File: src/rtl/cclut_sort_pkg.sv
// rtl/cclut_sort_pkg.sv - shared types and helpers for the pipelined ccLUT CFEB sorter
//
// Contents:
//   DEF_MXPATB / DEF_MXKEYB / DEF_MXPATC : default candidate field widths
//   MAX_CFEB                             : largest supported candidate count
//   clog2()                              : elaboration-time ceiling log2
//   node_t                               : one comparison-tree node {live, pat, key, carry, idx}
package cclut_sort_pkg;

    localparam int DEF_MXPATB = 6;
    localparam int DEF_MXKEYB = 5;
    localparam int DEF_MXPATC = 11;
    localparam int MAX_CFEB   = 16;

    // Ceiling log2; clog2(1) = 0, clog2(7) = 3, clog2(16) = 4.
    function automatic int clog2(input int n);
        int r;
        r = 0;
        while ((1 << r) < n) begin
            r = r + 1;
        end
        return r;
    endfunction

    // Node field widths. The index field is sized for the largest build so
    // one node type serves every MXCFEB.
    localparam int NODE_PATB = DEF_MXPATB;
    localparam int NODE_KEYB = DEF_MXKEYB;
    localparam int NODE_PATC = DEF_MXPATC;
    localparam int NODE_IDXB = clog2(MAX_CFEB);

    typedef struct packed {
        logic                 live;
        logic [NODE_PATB-1:0] pat;
        logic [NODE_KEYB-1:0] key;
        logic [NODE_PATC-1:0] carry;
        logic [NODE_IDXB-1:0] idx;
    } node_t;

    localparam int NODE_W = $bits(node_t);

endpackage

File: src/rtl/cclut_sort_node.sv
// rtl/cclut_sort_node.sv - registered two-input merge of ccLUT sort-tree nodes
//
// Parameters:
//   SORT_LSB : 0 ignores the pattern lsb (bend direction) in the compare, 1 uses the full pattern
// Ports:
//   clock : system clock
//   reset : synchronous active-high reset, clears the output node
//   a     : lower-index child node
//   b     : higher-index child node
//   q     : registered winner (dead and all-zero when neither child is live)
module cclut_sort_node
    import cclut_sort_pkg::*;
#(
    parameter int SORT_LSB = 0
) (
    input  logic  clock,
    input  logic  reset,
    input  node_t a,
    input  node_t b,
    output node_t q
);

    logic [NODE_PATB-1:0] sort_a;
    logic [NODE_PATB-1:0] sort_b;
    node_t                win;

    always_comb begin
        sort_a = (SORT_LSB != 0) ? a.pat : {1'b0, a.pat[NODE_PATB-1:1]};
        sort_b = (SORT_LSB != 0) ? b.pat : {1'b0, b.pat[NODE_PATB-1:1]};
        win    = '0;
        if (a.live && b.live) begin
            // Strict compare: equal quality keeps the lower-index child.
            win = (sort_b > sort_a) ? b : a;
        end else if (a.live) begin
            win = a;
        end else if (b.live) begin
            win = b;
        end
    end

    always_ff @(posedge clock) begin
        if (reset) begin
            q <= '0;
        end else begin
            q <= win;
        end
    end

endmodule

File: src/rtl/best_1ofn_busy_cclut_pipe.sv
// rtl/best_1ofn_busy_cclut_pipe.sv - pipelined best-1-of-N ccLUT CFEB sorter with busy masking
//
// Selects the highest-quality non-busy CLCT candidate through a registered
// binary comparison tree; one candidate set per clock, NLVL clocks latency.
//
// Ports:
//   clock      : 80 MHz system clock
//   reset      : synchronous active-high reset
//   in_vld     : candidate set valid this cycle
//   pat        : packed patterns, CFEB i at [i*MXPATB +: MXPATB]
//   key        : packed local 1/2-strip keys
//   carry      : packed ccLUT comparator codes
//   bsy        : per-CFEB busy, 1 removes that candidate from the compare
//   best_vld   : in_vld delayed NLVL clocks
//   best_pat   : winning pattern
//   best_key   : {cfeb index, local key} of the winner
//   best_carry : winning ccLUT code
//   best_cfeb  : winning CFEB index
//   best_bsy   : every candidate of a valid set was busy
module best_1ofn_busy_cclut_pipe
    import cclut_sort_pkg::*;
#(
    parameter int MXCFEB   = 7,
    parameter int MXPATB   = DEF_MXPATB,
    parameter int MXKEYB   = DEF_MXKEYB,
    parameter int MXPATC   = DEF_MXPATC,
    parameter int SORT_LSB = 0,
    parameter int MXCFEBB  = clog2(MXCFEB),
    parameter int MXKEYBX  = MXKEYB + MXCFEBB,
    parameter int NLVL     = clog2(MXCFEB)
) (
    input  logic                     clock,
    input  logic                     reset,
    input  logic                     in_vld,
    input  logic [MXCFEB*MXPATB-1:0] pat,
    input  logic [MXCFEB*MXKEYB-1:0] key,
    input  logic [MXCFEB*MXPATC-1:0] carry,
    input  logic [MXCFEB-1:0]        bsy,
    output logic                     best_vld,
    output logic [MXPATB-1:0]        best_pat,
    output logic [MXKEYBX-1:0]       best_key,
    output logic [MXPATC-1:0]        best_carry,
    output logic [MXCFEBB-1:0]       best_cfeb,
    output logic                     best_bsy
);

    localparam int NLEAF = 1 << NLVL;

    // Heap-ordered tree: node n merges children 2n and 2n+1, the root is
    // node 1 and leaves occupy NLEAF .. 2*NLEAF-1.
    node_t            tree [1:2*NLEAF-1];
    node_t            root;
    logic             root_ok;
    logic [NLVL-1:0]  vld_pipe;

    // Leaves are combinational; busy candidates enter the tree already
    // dead so they can never displace a live one. Padding leaves beyond
    // MXCFEB-1 are permanently dead.
    for (genvar j = 0; j < NLEAF; j++) begin : g_leaf
        if (j < MXCFEB) begin : g_real
            assign tree[NLEAF+j] = '{
                live:  ~bsy[j],
                pat:   pat[j*MXPATB +: MXPATB],
                key:   key[j*MXKEYB +: MXKEYB],
                carry: carry[j*MXPATC +: MXPATC],
                idx:   NODE_IDXB'(j)
            };
        end else begin : g_pad
            assign tree[NLEAF+j] = '0;
        end
    end

    // Level l holds 2^(NLVL-l-1) registered merges; level NLVL-1 is the root.
    for (genvar l = 0; l < NLVL; l++) begin : g_lvl
        for (genvar i = 0; i < (1 << (NLVL - l - 1)); i++) begin : g_node
            localparam int N = (1 << (NLVL - l - 1)) + i;
            cclut_sort_node #(
                .SORT_LSB (SORT_LSB)
            ) u_node (
                .clock (clock),
                .reset (reset),
                .a     (tree[2*N]),
                .b     (tree[2*N+1]),
                .q     (tree[N])
            );
        end
    end

    // Valid strobe travels alongside the tree, one stage per level.
    always_ff @(posedge clock) begin
        if (reset) begin
            vld_pipe <= '0;
        end else begin
            vld_pipe <= NLVL'({vld_pipe, in_vld});
        end
    end

    assign root = tree[1];

    // A live root always carries an in-range index; the range test keeps a
    // corrupted upper index bit from ever being reported as a CFEB.
    assign root_ok = root.live && (int'(root.idx) < MXCFEB);

    always_comb begin
        best_vld   = 1'b0;
        best_pat   = '0;
        best_key   = '0;
        best_carry = '0;
        best_cfeb  = '0;
        best_bsy   = 1'b0;
        if (vld_pipe[NLVL-1]) begin
            best_vld = 1'b1;
            if (root_ok) begin
                best_pat   = root.pat;
                best_key   = {root.idx[MXCFEBB-1:0], root.key};
                best_carry = root.carry;
                best_cfeb  = root.idx[MXCFEBB-1:0];
            end else begin
                best_bsy = 1'b1;
            end
        end
    end

endmodule

File: config.mk
export PLATFORM = sky130hd
export DESIGN_NAME = best_1ofn_busy_cclut_pipe
export DESIGN_NICKNAME = d
export VERILOG_FILES = /design/src/rtl/cclut_sort_pkg.sv /design/src/rtl/cclut_sort_node.sv /design/src/rtl/best_1ofn_busy_cclut_pipe.sv
export SDC_FILE = /design/constraint.sdc
export NUM_CORES = 1
export LEC_CHECK = 0
export BUFFER_PORTS_ARGS = -buffer_cell sky130_fd_sc_hd__buf_2
export CORE_MARGIN = 3
export CORE_UTILIZATION = 35
export CTS_CLUSTER_SIZE = 30
export DETAILED_ROUTE_END_ITERATION = 10
export GPL_TIMING_DRIVEN = 0
export PLACE_DENSITY = 0.58
export SLEW_MARGIN = 20
export SYNTH_ARGS = -nofsm -noshare
export SYNTH_HDL_FRONTEND = slang
export SYNTH_HIERARCHICAL = 1
export SYNTH_SLANG_ARGS = --single-unit
File: constraint.sdc
create_clock -name clock -period 2.17 [get_ports clock]
set_input_delay 0.434 -clock clock [delete_from_list [all_inputs] [get_ports clock]]
set_output_delay 0.434 -clock clock [all_outputs]
set_load 0.03 [all_outputs]
==> impl_metrics.py, run 1 <==
metrics = {
    "route": {
        "drt_iter0_drc": 202,
        "drcViolationCount": 0,
        "ant_nets": 0,
        "drt-vias-per-instance": 4.55,
        "dr.pass1.iters": 5,
        "wire_per_inst_um": 15.2,
        "via_count": 5611,
        "wl_mm": 18.7,
    },
    "logic_synthesis": {
        "ys_seq_area_frac": 0.480,
        "yosysWarnings": 6,
        "ys_types": 28,
        "synth_area_um2": 8000,
        "avgSynthCellArea_um2": 12.0,
        "synth_cells": 668,
        "synth_edf_count": 0,
        "synthFlopType": "dfxtp_1",
        "ys_ff_latch": 192,
        "async_reset_ff_frac": 0,
    },
    "final_layout": {
        "area_growth_pct": 27.4,
        "antenna_cells": 0,
        "finalNetCount": 1139,
        "layout_common_cells": "dfxtp_1 (192), buf_2 (191), a22o_1 (146)",
        "fill_cells": 2128,
        "final_common_cell": "dfxtp_1",
        "drive_gt1_frac": 0.374,
    },
    "critical_path": {
        "cp_data_required_time_ns": 1.74,
        "critPathMaxFanout": 10,
        "ff2ff_setup_slack_ns": 0.29,
        "r2r_cells": 7,
        "start_kind": "flip-flop",
        "crit_type": "reg2out",
        "timing.rr.start": "g_lvl[0].g_node[0].u_node/q[23]",
        "r2r_end": "g_lvl[1].g_node[0].u_node/q[22]",
        "crit_arrival_ns": 1.67,
        "cp-end-kind": "output port",
    },
    "timing": {
        "skew_ns": 0.0166,
        "worst-slew-pin-transition_ns": 0.881,
        "finalSetupViolCount": 0,
        "period_share": 0.970,
        "fmax_ghz": 0.475,
        "slew_headroom": 0.413,
        "hold_viol_final": 0,
        "slew_viol_final": 0,
        "finalCriticalPeriod_ns": 2.10,
        "finalSetupTns_ns": 0,
    },
    "hold_path": {
        "min_path_cells": 2,
        "hp-class": "in2reg",
        "hold_start": "carry[39]",
        "min_to": "g_lvl[0].g_node[1].u_node/q[10]",
    },
    "placement": {
        "place_congestion": 0.781,
        "hpwl_mm": 15.1,
        "portBuffers": 193,
    },
    "clock_tree": {
        "htreeDepth": 4,
        "cts-root-buf": "clkbuf_16",
        "cts_hold_buf": 0,
        "clockBufferDepth": 2,
        "clk_latency_ns": 0.43,
        "cts_buffers": 17,
        "post_cts_buffers": 0,
        "cts_tree": "done",
        "cts_sinks": 192,
        "cts.clk_slew.worst_paths_ns": 0.07,
    },
    "power_and_ir_drop": {
        "ir_drop_v": 0.000451,
        "powerDensity_nw_per_um2": 821,
        "p_leak_nw": 4.64,
        "fin_total_pwr_mw": 8.37,
    },
    "global_route": {
        "grt_max_degree": 39,
        "globalRouteOverflowTotal": 0,
        "antenna_found_initial": 1,
        "grt_usage": 0.148,
        "grt_pass1_vias": 5413,
        "grt_pass1_wl_mm": 28.1,
    },
    "floorplanning": {
        "initial_utilization": 0.361,
        "die_area_um2": 24700,
        "chipWidth_um": 157,
        "io_pins": 194,
        "core-area_um2": 22200,
        "rows": 54,
        "die_h_um": 157,
    },
    "run": {
        "drv_cap": 0,
    },
    "status": {
        "status": "finished clean",
    },
}
==> sequential cells by signal, indices dropped and copies added, names as in the netlist <==
register / cells
vld_pipe: 3
g_lvl.g_node.u_node/q: 189
==> timing repair <==
action / 4_1_cts / 5_1_grt
pin swaps: 0 / 0
setup endpoints to repair: 2 / 14
resized for setup: 3 / 8
==> how the worst max path moves through the flow <==
stage	from	endpoint	slack [ns]	depth (start not counted)
final	g_lvl[2].g_node[0].u_node/q[3]	best_carry[5]	0.07	5
after global routing	g_lvl[2].g_node[0].u_node/q[3]	best_carry[5]	-0.003	5
after CTS	g_lvl[2].g_node[0].u_node/q[3]	best_carry[5]	0.02	5
after detailed placement	reset	g_lvl[0].g_node[1].u_node/q[24]	-0.15	6
after global placement	pat[17]	g_lvl[0].g_node[1].u_node/q[24]	-0.14	8
after floorplan	vld_pipe[2]	best_key[5]	0.1	5
==> cells by family after synthesis <==
logic type	Yosys count	synth area share
AO/OA/AOI/OAI	218	0.264
adder cells (fa/ha/maj)	35	0.0547
buffers and inverters	89	0.0979
flip-flops	192	0.480
other	2	0.000939
AND/OR/NAND/NOR	132	0.102
==> final cells by class <==
type                            instances  area (µm²)  area share
Timing Repair Buffer                  193         973      0.0955
Sequential cell                       192        3840       0.377
Clock buffer                           19         443      0.0434
Buffer                                 47         641      0.0628
Inverter                               42         158      0.0155
Multi-Input combinational cell        447        3620       0.355
Tap cell                              280         350      0.0344
Clock inverter                         13         169      0.0166
==> through the flow <==
step	utilization	instance area (µm²)	std cells	setup WS, ns	hold WS [ns]
2_1_floorplan	-	8230	728	0.0967	0.414
3_3_place_gp	0.431	9550	1201	-0.141	0.422
3_5_place_dp	0.431	9550	1201	-0.148	0.425
4_1_cts	0.459	10200	1233	0.0187	0.191
5_1_grt	0.460	10200	1233	-0.00296	0.191
6_report	0.460	10200	1233	0.0656	0.207
==> power by group <==
group	internal, mW	leakage [nW]	switching (mW)
clock network	1.77	0.293	1.37
logic	0.657	2.77	0.635
registers	3.81	1.58	0.121
total	6.25	4.64	2.13
==> worst max-delay path, cell delays in order, from the launching register on <==
cell,delay (ns)
dfxtp_1,0.29
nand2b_1,0.12
buf_2,0.18
buf_4,0.21
nor3_2,0.21
clkbuf_4,0.23
==> cell usage after synthesis (8+ instances only) <==
cell / count / area (µm²)
a22o_1: 146 / 1280
nand2_1: 39 / 146
buf_12: 16 / 320
nor3_2: 18 / 180
a22o_2: 36 / 360
ha_1: 35 / 438
nand2b_1: 8 / 50.1
nor2b_1: 10 / 62.6
inv_1: 42 / 158
nor2_1: 21 / 78.8
dfxtp_1: 192 / 3840
buf_6: 22 / 248
==> routing by layer <==
metal	vias up	GRT usage	wire [µm]
li1	2923	-	-
met1	2532	0.192	8350
met2	133	0.244	8980
met3	23	0.0324	950
met4	0	0.0525	394
met5	-	0	0
(Power assumes the default switching activity.)
==> run 2, diff against run 1 <==
ABC_AREA = 1   (was default)
PLACE_DENSITY = 0.55   (was 0.58)
==> impl_metrics.py, run 2 <==
metrics = {
    "power_and_ir_drop": {
        "p_leak_nw": 8.09,
        "powerDensity_nw_per_um2": 702,
        "ir_drop_v": 0.000360,
    },
    "clock_tree": {
        "clk_latency_ns": 0.45,
        "post_cts_buffers": 0,
        "cts_buffers": 17,
        "cts_resized": 0,
        "cts-root-buf": "clkbuf_16",
        "cts_tree": "done",
        "cts_hold_buf": 0,
        "clockBufferDepth": 2,
        "cts_sinks": 192,
        "htreeDepth": 4,
        "cts.clk_slew.worst_paths_ns": 0.07,
    },
    "route": {
        "drcViolationCount": 0,
        "ant_nets": 0,
        "dr.pass1.iters": 6,
        "wl_mm": 38.3,
        "via_count": 13348,
        "wire_per_inst_um": 13.9,
        "drt_iter0_drc": 1011,
        "drt-vias-per-instance": 4.85,
    },
    "timing": {
        "fmax_ghz": 0.500,
        "setup_slack_ns": 0.170,
        "skew_ns": 0.0243,
        "finalCriticalPeriod_ns": 2.00,
        "slew_viol_final": 0,
        "worst-slew-pin-transition_ns": 0.714,
        "rsz0062_at_grt": "false",
        "finalSetupViolCount": 0,
        "hold_viol_final": 0,
        "slew_headroom": 0.524,
        "finalSetupTns_ns": 0,
        "period_share": 0.922,
    },
    "floorplanning": {
        "io_pins": 194,
        "chipWidth_um": 199,
        "die_h_um": 199,
        "initial_utilization": 0.356,
        "core-area_um2": 36700,
        "rows": 70,
        "die_area_um2": 39600,
    },
    "logic_synthesis": {
        "synth_cells": 2000,
        "ys_seq_area_frac": 0.294,
        "async_reset_ff_frac": 0,
        "ys_types": 22,
        "synth_area_leaders": "dfxtp_1 (29%), nand3_1 (14%), nand2_1 (13%), inv_1 (11%), o22ai_1 (8.7%)",
        "yosysMostFrequentCell": "nand2_1",
        "synth_top_cell_area_share": 0.294,
        "avgSynthCellArea_um2": 6.53,
        "synth_common_cells": "nand2_1 (466), inv_1 (397), nand3_1 (358), dfxtp_1 (192), o22ai_1 (182)",
        "synth_edf_count": 0,
        "synth_area_um2": 13100,
        "synth_largest_area_cell": "dfxtp_1",
        "ys_ff_latch": 192,
        "yosysWarnings": 6,
        "synthFlopType": "dfxtp_1",
    },
    "critical_path": {
        "start_kind": "flip-flop",
        "cp_data_required_time_ns": 1.74,
        "cpPeakStageDelay_ns": 0.31,
        "crit_type": "reg2out",
        "r2r_cells": 9,
        "worstSetupEndpoint": "best_key[5]",
        "crit_slowest_cell": "dfxtp_1",
        "cp-end-kind": "output port",
        "ff2ff_setup_slack_ns": 0.26,
        "crit_arrival_ns": 1.57,
        "crit_path_cell_trace": "inv_1 -> nor2_4 -> nand2_4 -> buf_6 -> nor2_1 -> buf_4 -> buf_2",
        "worstSetupStartpoint": "g_lvl[2].g_node[0].u_node/q[26]",
        "critPathMaxFanout": 10,
        "r2r_end": "g_lvl[1].g_node[1].u_node/q[13]",
        "timing.rr.start": "g_lvl[0].g_node[2].u_node/q[23]",
    },
    "placement": {
        "pre_cts_ws_ns": 0.131,
        "place_congestion": 0.830,
        "dp.cells": 2718,
        "hpwl_mm": 29.7,
        "portBuffers": 193,
    },
    "global_route": {
        "grt_usage": 0.189,
        "globalRouteOverflowTotal": 0,
        "grt_pass1_wl_mm": 61.3,
        "grt_max_degree": 20,
        "grt_pass1_vias": 12136,
        "antenna_found_initial": 0,
    },
    "status": {
        "status": "finished clean",
    },
    "run": {
        "drv_cap": 0,
    },
    "final_layout": {
        "largest_reg_flops": 189,
        "regMostFlops": "g_lvl.g_node.u_node/q",
        "drive_gt1_frac": 0.229,
        "final_cells": 2750,
        "final_common_cell": "nand2_1",
        "area_growth_pct": 17.9,
        "layout_common_cells": "nand2_1 (466), inv_1 (397), nand3_1 (358)",
        "antenna_cells": 0,
        "finalNetCount": 2468,
        "reg.largest.list": "g_lvl.g_node.u_node/q (189), vld_pipe (3)",
    },
    "hold_path": {
        "hp-class": "in2reg",
    },
}
run 2: final cells by class:
type	instances	area, µm²
clock inverter	14	138
timing repair buffer	193	966
buffer	120	891
multi-input combinational	1348	7040
fill	3942	21300
inverter	397	1490
tap	468	586
clock buffer	18	429
sequential	192	3840
run 2: cell families (layout without fill, tap and decap cells):
group,count (synthesis),after routing,share of synthesized area
AND/OR/NAND/NOR,1064,1064,0.399
buffers and inverters,517,742,0.182
flip-flops,192,192,0.294
AO/OA/AOI/OAI,190,190,0.0903
adder cells (fa/ha/maj),35,35,0.0336
other,2,59,0.000575
run 2: how the worst min path moves through the flow:
stage | start | slack (ns) | depth (start not counted) | endpoint
CTS | in_vld | 0.20 | 3 | vld_pipe[0]
global route | in_vld | 0.24 | 3 | vld_pipe[0]
detailed placement | vld_pipe[1] | 0.40 | 2 | vld_pipe[2]
floorplan | vld_pipe[0] | 0.39 | 2 | vld_pipe[1]
finish | in_vld | 0.21 | 3 | vld_pipe[0]
global placement | vld_pipe[1] | 0.39 | 2 | vld_pipe[2]
run 2: power breakdown:
part           switching [mW]  total [mW]  internal [mW]  leakage (nW)
registers               0.121        3.95           3.83          1.58
clock network            1.50        3.03           1.53         0.273
logic                    2.37        3.81           1.44          6.23
run 2: critical path: cells and delay by family (launching register included):
family | cells | cell delay (ns)
DFF | 1 | 0.31
and+or+nand+nor | 3 | 0.32
buffers and inverters | 4 | 0.50
run 2: per-stage QoR:
stage	hold WS, ns	util	power [mW]	instance area [µm²]
floorplan	0.388	-	6.90	13300
global placement	0.394	0.404	7.74	14800
detailed placement	0.398	0.404	7.81	14800
CTS	0.202	0.419	10.9	15400
global route	0.236	0.419	11.5	15400
finish	0.211	0.419	10.8	15400
run 2: layer usage:
metal	vias up	wire length, µm	track usage
met1	6111	19300	0.294
met2	414	16700	0.285
met5	-	0	0
li1	6806	-	-
met3	17	1950	0.0174
met4	0	299	0.0357
